**config.mk**
```make
export PLATFORM = sky130hd
export DESIGN_NAME = decoder_scan
export DESIGN_NICKNAME = d
export VERILOG_FILES = /design/src/rtl/decoder_scan_pkg.sv /design/src/rtl/dwell_counter.sv /design/src/rtl/decoder_scan.sv
export SDC_FILE = /design/constraint.sdc
export NUM_CORES = 1
export LEC_CHECK = 0
export ABC_CLOCK_PERIOD_IN_PS = 2800
export CORE_MARGIN = 2
export CORE_UTILIZATION = 35
export CTS_BUF_LIST = sky130_fd_sc_hd__clkbuf_8
export CTS_CLUSTER_DIAMETER = 120
export DETAILED_ROUTE_END_ITERATION = 10
export PLACE_DENSITY = 0.63
export SLEW_MARGIN = 40
export SYNTH_ARGS = -nofsm -noshare
export SYNTH_HDL_FRONTEND = slang
export SYNTH_SLANG_ARGS = --single-unit
export TNS_END_PERCENT = 50
```
**constraint.sdc**
```tcl
create_clock -name clk -period 2.8 [get_ports clk]
set_input_delay 0.56 -clock clk [delete_from_list [all_inputs] [get_ports clk]]
set_output_delay 0.56 -clock clk [all_outputs]
set_load 0.005 [all_outputs]
```
**src/rtl/decoder_scan_pkg.sv**
```systemverilog
// Shared state and mode encodings for the decoder_scan block.
package decoder_scan_pkg;

    localparam logic [1:0] IDLE   = 2'd0;
    localparam logic [1:0] DIRECT = 2'd1;
    localparam logic [1:0] SCAN   = 2'd2;

    localparam logic MODE_DIRECT = 1'b0;
    localparam logic MODE_SCAN   = 1'b1;

endpackage

```
**src/rtl/dwell_counter.sv**
```systemverilog
// Counts 0..DWELL-1 while inc is high; tick flags the last count so the caller
// can advance on the same edge the counter clears.
module dwell_counter
    import decoder_scan_pkg::*;
#(
    parameter int unsigned DWELL = 4
) (
    input  logic clk,
    input  logic rst,
    input  logic clr,
    input  logic inc,
    output logic tick
);

    localparam int unsigned CW = $clog2(DWELL + 1);
    localparam logic [CW-1:0] LAST = CW'(DWELL - 1);

    logic [CW-1:0] cnt_q;
    logic [CW-1:0] cnt_d;

    assign tick = (cnt_q == LAST);

    always_comb begin
        cnt_d = cnt_q;
        if (clr) begin
            cnt_d = '0;
        end else if (inc) begin
            cnt_d = tick ? '0 : cnt_q + 1'b1;
        end
    end

    always_ff @(posedge clk) begin
        if (rst) begin
            cnt_q <= '0;
        end else begin
            cnt_q <= cnt_d;
        end
    end

endmodule

```
**src/rtl/decoder_scan.sv**
```systemverilog
// Registered one-hot decoder: DIRECT decodes A, SCAN steps through every output,
// holding each for DWELL cycles and pulsing wrap when the index rolls over.
module decoder_scan
    import decoder_scan_pkg::*;
#(
    parameter int unsigned N     = 3,
    parameter int unsigned DWELL = 4
) (
    input  logic            clk,
    input  logic            rst,
    input  logic            en,
    input  logic            mode,
    input  logic [N-1:0]    A,
    output logic [2**N-1:0] Y,
    output logic [N-1:0]    idx,
    output logic            wrap
);

    localparam int unsigned W = 2 ** N;
    localparam logic [W-1:0] ONE = W'(1);

    logic [1:0]   state_q, state_d;
    logic         paused_q, paused_d;
    logic [N-1:0] idx_q, idx_d;
    logic [W-1:0] y_q, y_d;
    logic         wrap_q, wrap_d;
    logic         cnt_clr, cnt_inc, tick;
    logic         resume;

    // A scan interrupted by en=0 leaves state IDLE; paused_q remembers it so the
    // scan picks up where it stopped instead of reloading from A.
    assign resume = (state_q == SCAN) || paused_q;

    always_comb begin
        state_d  = state_q;
        paused_d = paused_q;
        idx_d    = idx_q;
        y_d      = y_q;
        wrap_d   = 1'b0;
        cnt_clr  = 1'b0;
        cnt_inc  = 1'b0;
        if (!en) begin
            state_d = IDLE;
            y_d     = '0;
            if (state_q == SCAN) begin
                paused_d = 1'b1;
            end
        end else if (mode == MODE_DIRECT) begin
            state_d  = DIRECT;
            paused_d = 1'b0;
            idx_d    = A;
            y_d      = ONE << A;
            cnt_clr  = 1'b1;
        end else if (!resume) begin
            state_d = SCAN;
            idx_d   = A;
            y_d     = ONE << A;
            cnt_clr = 1'b1;
        end else begin
            state_d  = SCAN;
            paused_d = 1'b0;
            cnt_inc  = 1'b1;
            if (tick) begin
                idx_d  = idx_q + 1'b1;
                wrap_d = &idx_q;
            end
            y_d = ONE << idx_d;
        end
    end

    always_ff @(posedge clk) begin
        if (rst) begin
            state_q  <= IDLE;
            paused_q <= 1'b0;
            idx_q    <= '0;
            y_q      <= '0;
            wrap_q   <= 1'b0;
        end else begin
            state_q  <= state_d;
            paused_q <= paused_d;
            idx_q    <= idx_d;
            y_q      <= y_d;
            wrap_q   <= wrap_d;
        end
    end

    dwell_counter #(
        .DWELL(DWELL)
    ) u_dwell_counter (
        .clk (clk),
        .rst (rst),
        .clr (cnt_clr),
        .inc (cnt_inc),
        .tick(tick)
    );

    assign Y    = y_q;
    assign idx  = idx_q;
    assign wrap = wrap_q;

endmodule

```
==> results of run 1 <==
==> cell families (layout without fill, tap and decap cells) <==
kind of cell,after synthesis,after routing,synth area share
compound gates,20,20,0.149
fa+ha+maj,3,3,0.0422
buf+inv,7,23,0.0337
flops,18,18,0.405
mux,3,3,0.0352
simple gates,44,44,0.335
==> layout by cell type, fill, tap and decap left out <==
cell type and instances:
ha_1 3, or4b_4 1, o22ai_1 1, and2b_4 1, nand3_1 3, o311ai_0 2
o21a_1 1, and3b_1 2, nor2b_1 1, nand2_4 1, inv_1 1, o31ai_1 2
nand4b_1 5, and3_1 1, dfxtp_1 18, clkdlybuf4s50_1 18, o21ai_0 5, a22oi_1 1
nor4b_1 1, buf_4 1, nor3_1 3, mux2_2 1, mux2i_1 2, nor3b_1 2
or3b_2 1, nand2b_4 2, o211ai_1 1, nand2b_1 5, a21oi_1 3, o21ai_2 1
nand3b_1 1, nand2_1 5, nor2_1 6, and2_1 1, o21ai_1 1, o32ai_1 2
nand4_1 2, clkbuf_8 3
==> Yosys cell counts <==
master	count	area, µm²
nand2_4	1	11.3
nor4b_1	1	8.76
nand4b_1	5	43.8
o211ai_1	1	7.51
o21ai_0	6	30.0
buf_2	3	15.0
o32ai_1	2	17.5
nand3b_1	1	7.51
nand2b_4	2	27.5
and3_1	1	6.26
ha_1	3	37.5
and2_1	1	6.26
mux2i_1	2	20.0
nand2_1	5	18.8
o22ai_1	1	6.26
or3b_2	1	8.76
nand2b_1	5	31.3
nor2_1	6	22.5
clkbuf_1	3	11.3
a21oi_1	3	15.0
a22oi_1	1	7.51
nand3_1	3	15.0
o21ai_2	1	8.76
nor2b_1	1	6.26
o311ai_0	2	17.5
dfxtp_1	18	360
nor3b_1	2	15.0
nor3_1	3	15.0
o31ai_1	2	15.0
inv_1	1	3.75
o21a_1	1	7.51
or4b_4	1	13.8
mux2_2	1	11.3
and3b_1	2	17.5
nand4_1	2	12.5
and2b_4	1	10.0
==> worst max-delay path by stage <==
stage                                   start               to  slack, ns
after floorplan                           rst  Y[5]$_SDFF_PP0_       1.30
after global placement                    rst  Y[5]$_SDFF_PP0_       0.59
after detailed placement                  rst  Y[5]$_SDFF_PP0_       0.56
after CTS                                 rst  Y[5]$_SDFF_PP0_       0.81
after global routing      idx[0]$_SDFFE_PP0P_           idx[0]       0.76
final                                     rst  Y[5]$_SDFF_PP0_       0.81
==> power groups by stage <==
stage	sequential [mW]	combinational (mW)	clock [mW]
after CTS	0.270	0.0649	0.182
after detailed placement	0.276	0.0645	0
after floorplan	0.273	0.0370	0
final	0.270	0.0648	0.177
after global routing	0.271	0.0708	0.191
after global placement	0.275	0.0636	0
==> worst min-delay path: cells and delay by family, from the launching register on <==
family / cells / cell delay [ns]
compound gates: 1 / 0.05
flops: 1 / 0.31
simple gates: 1 / 0.06
==> registers in the layout, summed over array words and instances, names as in the netlist <==
| name | flops |
|---|---|
| idx | 3 |
| state_q | 2 |
| Y | 8 |
| u_dwell_counter.cnt_q | 3 |
| wrap | 1 |
| paused_q | 1 |
==> stage by stage <==
step | cell area (µm²) | utilization | hold WS, ns
finish | 1130 | 0.465 | 0.475
global route | 1130 | 0.465 | 0.498
CTS | 1130 | 0.465 | 0.477
detailed placement | 1090 | 0.448 | 0.469
global placement | 1090 | 0.448 | 0.462
floorplan | 890 | - | 0.450
==> layer usage <==
metal	up-vias	global-route usage	wire length, µm
li1	384	-	-
met2	25	0.201	844
met5	-	0	0
met4	0	0.0625	28
met1	355	0.203	857
met3	4	0.0328	120
==> cell type report <==
type	count	area share
flip-flops and latches	18	0.319
inverters	1	0.00332
repair buffers	19	0.166
clock buffers	3	0.0365
well taps	30	0.0332
multi-input cells	70	0.442
==> metrics, run 1 <==
Syn. warnings 0; initial antenna violation count 0; worst slack, placed approximately 0.56 ns; largest net degree at the start of global routing 15; CP Launch Type primary input; CTS tree built; CP max stage cell clkdlybuf4s50_1; status finished, final reports clean; switching share of total power 0.232; clock power share 0.346; Post-CTS Setup Inserts 0; DR WL/cell roughly 13 µm; Post-Route WL 1.85 mm; input/output buffers 18; clk_lat worst skew roughly 0.25 ns; number of synthesized register bits 18; final antenna-violating net count 0; grt ovf 0; Post-Syn Area 890 µm²; critical path cell sequence clkdlybuf4s50_1 > and2b_4 > nand2_4 > or4b_4 > o21ai_2; P_leak 0.415 nW; PwrDens 453 nW/µm²; register area around 360 µm²; CTS Sinks 18; Max Buffers Root-to-Sink 2; Slew @ Worst Pin approximately 0.7 ns; # fillers 249; Synth cell types 36; Core Box Area 2430 µm²; worst reg2reg endpoint Y[0]$_SDFF_PP0_; Synthesized Nets approximately 110; layout cells sized above 1 0.108; min-delay src u_dwell_counter.cnt_q[1]$_SDFFE_PP0P_; Worst Path Required 2.99 ns; final period utilization 0.712; CTS buffer count 3; Peak VDD IR between 0.2 and 0.3 mV; peak per-stage delay on the critical path 0.58 ns; row count 18; Buf/Inv on CP 1; Post-Synthesis Cells 95; Final HPWL DP 1.35 mm; critical path type in -> reg; Top Ports 19; Hold Path Depth 2; Comb power frac 0.127; part of the power in registers 0.528; sequential area share after synthesis 0.405; Critical R2R Launch idx[0]$_SDFFE_PP0P_; final setup fails 0; fmax 502 MHz; Slew Viols, Final 0; Die Wd 54.4 µm; hold crit path type reg -> reg; critical path depth 5; vias in the first global route 613; headroom to the max-slew limit 0.528; TNS Setup 0 ns; Initial Util 0.366; min setup slack post-route between 0.8 and 0.9 ns; routed vias/inst 5.45; CTS resizes 0; quantity of hold-fixing buffers added after cts 0; Layout Skew 0.00247 ns; routed vias 768; first-pass GRT wire length 2.95 mm; DRT Pass-1 Iters 4; DRC Markers 0; synthesized area per cell 9.36 µm²; crit path DAT 2.18 ns; R2R Setup Slk 1.04 ns; Psw between 100 and 150 µW; clk slew on worst S/H paths around 0.06 ns; final net count 123; total track usage 0.142; placed cells 138; final critical-path required period 1.99 ns; critical path peak fanout 13; Layout Area Growth over Synthesis 27.0%; Pint 392 µW; GP Congestion 0.808; Largest delay share family, worst path simple AND/OR/NAND/NOR gates; # diodes 0; Die Height 54.4 µm; Final Hold Viols 0; crit end category flip-flop; unrepaired setup endpoints after global routing false; H-tree levels 1; Finished Layout Cells 141; initial drt markers 21; Max Cap Viol 0; total power 511 µW; Clock Root Buffer clkbuf_8; worst reg2reg path depth 5; die area 2960 µm²; Min-Delay Endpoint u_dwell_counter.cnt_q[1]$_SDFFE_PP0P_; footprint of the multi-input gates 499 µm²
Note: power is estimated with default switching activity, not from simulation.
==> run 2: changes to the inputs <==
Settings changed: ABC_CLOCK_PERIOD_IN_PS 2800 to 2000.
Clock period 2.8 ns to 2 ns, I/O delays scaled along.
==> metrics, run 2 (synthesized netlist as in run 1, its figures left out) <==
status finished, final reports clean (unchanged); clk slew on worst S/H paths 0.07 ns (was 0.06 ns); TNS Setup 0 ns (unchanged); Max Cap Viol 0 (unchanged); CP Launch Type flip-flop (was primary input); final antenna-violating net count 0 (unchanged); Buf/Inv on CP 2 (was 1); routed vias 785 (was 768); Pint 595 µW (was 392 µW); Clock Root Buffer clkbuf_8 (unchanged); first-pass GRT wire length 2.93 mm (was 2.95 mm); Slew @ Worst Pin 0.354 ns (was 0.703 ns); headroom to the max-slew limit 0.762 (was 0.528); clk_lat worst skew 0.25 ns (about the same); part of the power in registers 0.481 (was 0.528); Top Ports 19 (unchanged); switching share of total power 0.234 (was 0.232); initial antenna violation count 0 (unchanged); P_leak 0.442 nW (was 0.415 nW); die area 2960 µm² (unchanged); Design Area, Final 1170 µm² (was 1130 µm²); # diodes 0 (unchanged); Slew Viols, Final 0 (unchanged); vias in the first global route 616 (was 613); crit path DAT 1.31 ns (was 2.18 ns); hold crit path type reg -> reg (unchanged); Largest register FFs 8 (unchanged); Placement Cell Area 1120 µm² (was 1090 µm²); Initial Util 0.366 (unchanged); Final Hold Viols 0 (unchanged); Max Buffers Root-to-Sink 2 (unchanged); Worst Path Required 1.60 ns (was 2.99 ns); unrepaired setup endpoints after global routing false (unchanged); Layout Area Growth over Synthesis 31.9% (was 27.0%); critical path type reg -> out (was in -> reg); initial drt markers 19 (was 21); Final HPWL DP 1.40 mm (was 1.35 mm); crit end category output pin (was flip-flop); Post-Route WL 1.96 mm (was 1.85 mm); critical path cell sequence buf_4 > clkdlybuf4s50_1 (was clkdlybuf4s50_1 > and2b_4 > nand2_4 > or4b_4 > o21ai_2); grt ovf 0 (unchanged); Psw 182 µW (was 119 µW); DRC Markers 0 (unchanged); routed vias/inst 5.38 (was 5.45); Core Box Area 2430 µm² (unchanged); H-tree levels 1 (unchanged); Die Wd 54.4 µm (unchanged); DRT Pass-1 Iters 4 (unchanged); CTS tree built (unchanged); Post-CTS Setup Inserts 0 (unchanged); row count 18 (unchanged); GP Congestion 0.889 (was 0.808); PwrDens 662 nW/µm² (was 453 nW/µm²); CP max stage cell clkdlybuf4s50_1 (unchanged); CTS resizes 0 (unchanged); critical path peak fanout 12 (was 13); DR WL/cell 13.4 µm (was 13.1 µm); Largest delay share family, worst path buffers and inverters (was simple AND/OR/NAND/NOR gates); total track usage 0.145 (was 0.142); Comb power frac 0.130 (was 0.127); input/output buffers 18 (unchanged); final setup fails 0 (unchanged); Layout Skew 0.00222 ns (was 0.00247 ns); layout cells sized above 1 0.147 (was 0.108); commonest cells after routing, fill and taps aside dfxtp_1 (18), clkdlybuf4s50_1 (18), o21ai_0 (6), nor2_1 (6) (was dfxtp_1 (18), clkdlybuf4s50_1 (18), nor2_1 (6)); CTS buffer count 3 (unchanged); largest net degree at the start of global routing 15 (unchanged); Peak VDD IR 0.326 mV (was 0.282 mV); final period utilization 0.853; fmax 586 MHz; peak per-stage delay on the critical path 0.51 ns (was 0.58 ns); final net count 127 (was 123); Die Height 54.4 µm (unchanged); final critical-path required period 1.71 ns; quantity of hold-fixing buffers added after cts 0 (unchanged); clock power share 0.388 (was 0.346); CTS Sinks 18 (unchanged)
==> run 2: changes by cell type in the layout (fill, tap and decap cells not counted), sizes merged <==
cell | before | now
clkbuf | 3 | 4
buf | 1 | 5
==> run 2: final timing paths <==
| kind | start | end | slack (ns) | cells after the start |
|---|---|---|---|---|
| setup / recovery | idx[0]$_SDFFE_PP0P_ | idx[0] | 0.29 | 2 |
| hold / removal | u_dwell_counter.cnt_q[0]$_SDFFE_PP0P_ | u_dwell_counter.cnt_q[0]$_SDFFE_PP0P_ | 0.49 | 2 |
| setup reg to reg | idx[1]$_SDFFE_PP0P_ | Y[0]$_SDFF_PP0_ | 0.43 | 5 |
| hold reg to reg | u_dwell_counter.cnt_q[0]$_SDFFE_PP0P_ | u_dwell_counter.cnt_q[0]$_SDFFE_PP0P_ | 0.49 | 2 |
==> run 2: cell type report <==
cell class,count,area (µm²)
fill,233,1260
multi-input combinational,70,499
sequential,18,360
timing repair buffer,23,218
clock buffer,4,55.1
tap,30,37.5
inverter,1,3.75
==> run 2: per-stage QoR <==
step	setup slack, ns	hold WS [ns]	power (mW)	instances	util
after detailed placement	0.158	0.485	0.482	142	0.460
after floorplan	0.545	0.450	0.434	95	-
after CTS	0.293	0.496	0.787	146	0.483
after global routing	0.255	0.520	0.805	146	0.483
after global placement	0.190	0.460	0.481	142	0.460
final	0.293	0.492	0.777	146	0.483
==> run 2: worst reg2reg max path: cells and delay by family, from the launching register on <==
| family | cells | cell delay (ns) |
|---|---|---|
| DFF | 1 | 0.44 |
| and+or+nand+nor | 1 | 0.16 |
| adders and majority gates | 2 | 0.42 |
| AOI/OAI and AO/OA | 1 | 0.18 |
| muxes | 1 | 0.29 |
==> run 2: routing by layer <==
layer | global-route usage | vias up | part of all wire
li1 | - | 393 | -
met1 | 0.197 | 350 | 0.45
met2 | 0.191 | 36 | 0.43
met3 | 0.0383 | 6 | 0.088
met4 | 0.108 | 0 | 0.029
met5 | 0 | - | 0
==> run 2: power groups by stage <==
stage,registers (mW),logic (mW),clock network [mW]
detailed placement,0.382,0.0998,0
CTS,0.374,0.100,0.313
global placement,0.382,0.0989,0
finish,0.374,0.101,0.302
floorplan,0.382,0.0518,0
global route,0.375,0.109,0.320
==> run 3: changes to the inputs <==
--- a/constraint.sdc
+++ b/constraint.sdc
@@ -3,2 +3,2 @@
 set_output_delay 0.4 -clock clk [all_outputs]
-set_load 0.005 [all_outputs]
+set_load 0.1 [all_outputs]
==> metrics, run 3 (synthesized netlist as in run 1, its figures left out) <==
cell mode on critical path ha_1; CTS Sinks 18 (unchanged); fmax 602 MHz (was 586 MHz); Layout Skew 0.00282 ns (was 0.00222 ns); headroom to the max-slew limit 0.719 (was 0.762); commonest cells after routing, fill and taps aside dfxtp_1 (16), buf_4 (15), o21ai_0 (6), nor2_1 (6), clkdlybuf4s50_1 (6) (was dfxtp_1 (18), clkdlybuf4s50_1 (18), o21ai_0 (6), nor2_1 (6)); DR WL/cell 13.5 µm (was 13.4 µm); quantity of hold-fixing buffers added after cts 0 (unchanged); Core Box Area 2430 µm² (unchanged); Final HPWL DP 1.44 mm (was 1.40 mm); GP Congestion 0.841 (was 0.889); Comb power frac 0.179 (was 0.130); final critical-path required period 1.66 ns (was 1.71 ns); final period utilization 0.831 (was 0.853); PwrDens 712 nW/µm² (was 662 nW/µm²); worst slack, placed 0.165 ns (was 0.158 ns); Largest register FFs 8 (unchanged); crit end category flip-flop (was output pin); Pint 595 µW (about the same); # diodes 0 (unchanged); Slew Viols, Final 0 (unchanged); die area 2960 µm² (unchanged); Final Hold Viols 0 (unchanged); input/output buffers 18 (unchanged); routed vias 777 (was 785); min setup slack post-route 0.338 ns (was 0.293 ns); initial antenna violation count 0 (unchanged); TNS Setup 0 ns (unchanged); Initial Util 0.366 (unchanged); critical path type reg -> reg (was reg -> out); CTS buffer count 3 (unchanged); clock power share 0.358 (was 0.388); CP Launch Type flip-flop (unchanged); Design Area, Final 1150 µm² (was 1170 µm²); CTS tree built (unchanged); Buf/Inv on CP 0 (was 2); final net count 126 (was 127); final setup fails 0 (unchanged); Max Buffers Root-to-Sink 2 (unchanged); Largest delay share family, worst path flip-flops (was buffers and inverters); CP max stage cell dfxtp_2 (was clkdlybuf4s50_1); Slew @ Worst Pin 0.417 ns (was 0.354 ns); Placement Cell Area 1100 µm² (was 1120 µm²); DRT Pass-1 Iters 4 (unchanged); Die Height 54.4 µm (unchanged); Worst Path Required 2.15 ns (was 1.60 ns); routed vias/inst 5.36 (was 5.38); first-pass GRT wire length 3.08 mm (was 2.93 mm); placed cells 141 (was 142); clk_lat worst skew 0.25 ns (about the same); hold crit path type reg -> reg (unchanged); most common cell after layout, fill and taps aside dfxtp_1; layout cells sized above 1 0.261 (was 0.147); CTS resizes 0 (unchanged); clk slew on worst S/H paths 0.07 ns (about the same); Finished Layout Cells 145 (was 146); P_leak 0.464 nW (was 0.442 nW); critical path cell sequence ha_1 > ha_1 > mux2_2 > nand2b_4 > o31ai_1 (was buf_4 > clkdlybuf4s50_1); critical path peak fanout 13 (was 12); part of the power in registers 0.463 (was 0.481); H-tree levels 1 (unchanged); Max Cap Viol 0 (unchanged); Top Ports 19 (unchanged); final antenna-violating net count 0 (unchanged); Post-CTS Setup Inserts 0 (unchanged); status finished, final reports clean (unchanged); switching share of total power 0.275 (was 0.234); # fillers 245 (was 233); Post-Route WL 1.96 mm (about the same); peak per-stage delay on the critical path 0.48 ns (was 0.51 ns); Clock Root Buffer clkbuf_8 (unchanged); Die Wd 54.4 µm (unchanged); Hold WS 0.485 ns (was 0.492 ns); largest net degree at the start of global routing 15 (unchanged); grt ovf 0 (unchanged); Peak VDD IR 0.390 mV (was 0.326 mV); unrepaired setup endpoints after global routing false (unchanged); total track usage 0.147 (was 0.145); initial drt markers 10 (was 19); DRC Markers 0 (unchanged); Psw 225 µW (was 182 µW); Layout Area Growth over Synthesis 29.4% (was 31.9%); row count 18 (unchanged); crit path DAT 1.82 ns (was 1.31 ns); vias in the first global route 646 (was 616)
==> run 3: cell types whose count changed in the layout (fill, tap and decap cells not counted) <==
cell	change
clkdlybuf4s50_1	-12
dfxtp_1	-2
buf_12	+1
buf_4	+10
dfxtp_2	+2
==> run 3: per-stage QoR <==
| step | total power [mW] | util |
|---|---|---|
| after detailed placement | 0.533 | 0.451 |
| after global routing | 0.851 | 0.473 |
| final | 0.820 | 0.473 |
| after floorplan | 0.485 | - |
| after global placement | 0.531 | 0.451 |
| after CTS | 0.828 | 0.473 |
==> run 3: power by group through the flow <==
stage                     logic, mW  clock network [mW]  registers [mW]
after floorplan              0.0519                   0           0.433
after global placement        0.145                   0           0.387
after detailed placement      0.146                   0           0.387
after CTS                     0.147               0.302           0.379
after global routing          0.155               0.315           0.381
final                         0.147               0.294           0.379
==> run 3: worst register-to-register path: stages (launching register included) <==
cell	delay (ns)
dfxtp_2	0.48
ha_1	0.19
ha_1	0.21
mux2_2	0.29
nand2b_4	0.17
o31ai_1	0.23
==> run 3: path summary, 6_finish.rpt <==
path                                                       startpoint                                     to  slack, ns  cells past startpoint
worst max register to register                    idx[0]$_SDFFE_PP0P_                        Y[0]$_SDFF_PP0_       0.34                      5
worst min register to register  u_dwell_counter.cnt_q[1]$_SDFFE_PP0P_  u_dwell_counter.cnt_q[1]$_SDFFE_PP0P_       0.49                      2
worst max-delay path                              idx[0]$_SDFFE_PP0P_                        Y[0]$_SDFF_PP0_       0.34                      5
worst min-delay path            u_dwell_counter.cnt_q[1]$_SDFFE_PP0P_  u_dwell_counter.cnt_q[1]$_SDFFE_PP0P_       0.49                      2
==> run 3: metal layers <==
| metal | wire, µm | up-vias | track usage |
|---|---|---|---|
| li1 | - | 388 | - |
| met1 | 925 | 365 | 0.200 |
| met2 | 915 | 22 | 0.219 |
| met3 | 105 | 2 | 0.0410 |
| met4 | 10 | 0 | 0.0542 |
| met5 | 0 | - | 0 |
==> run 3: layout make-up <==
cell class              count  area [µm²]  share of cell area
clock buffers               4        55.1              0.0478
inverters                   1        3.75             0.00326
multi-input cells          70         499               0.434
flip-flops and latches     18         363               0.315
well taps                  30        37.5              0.0326
repair buffers             22         193               0.167
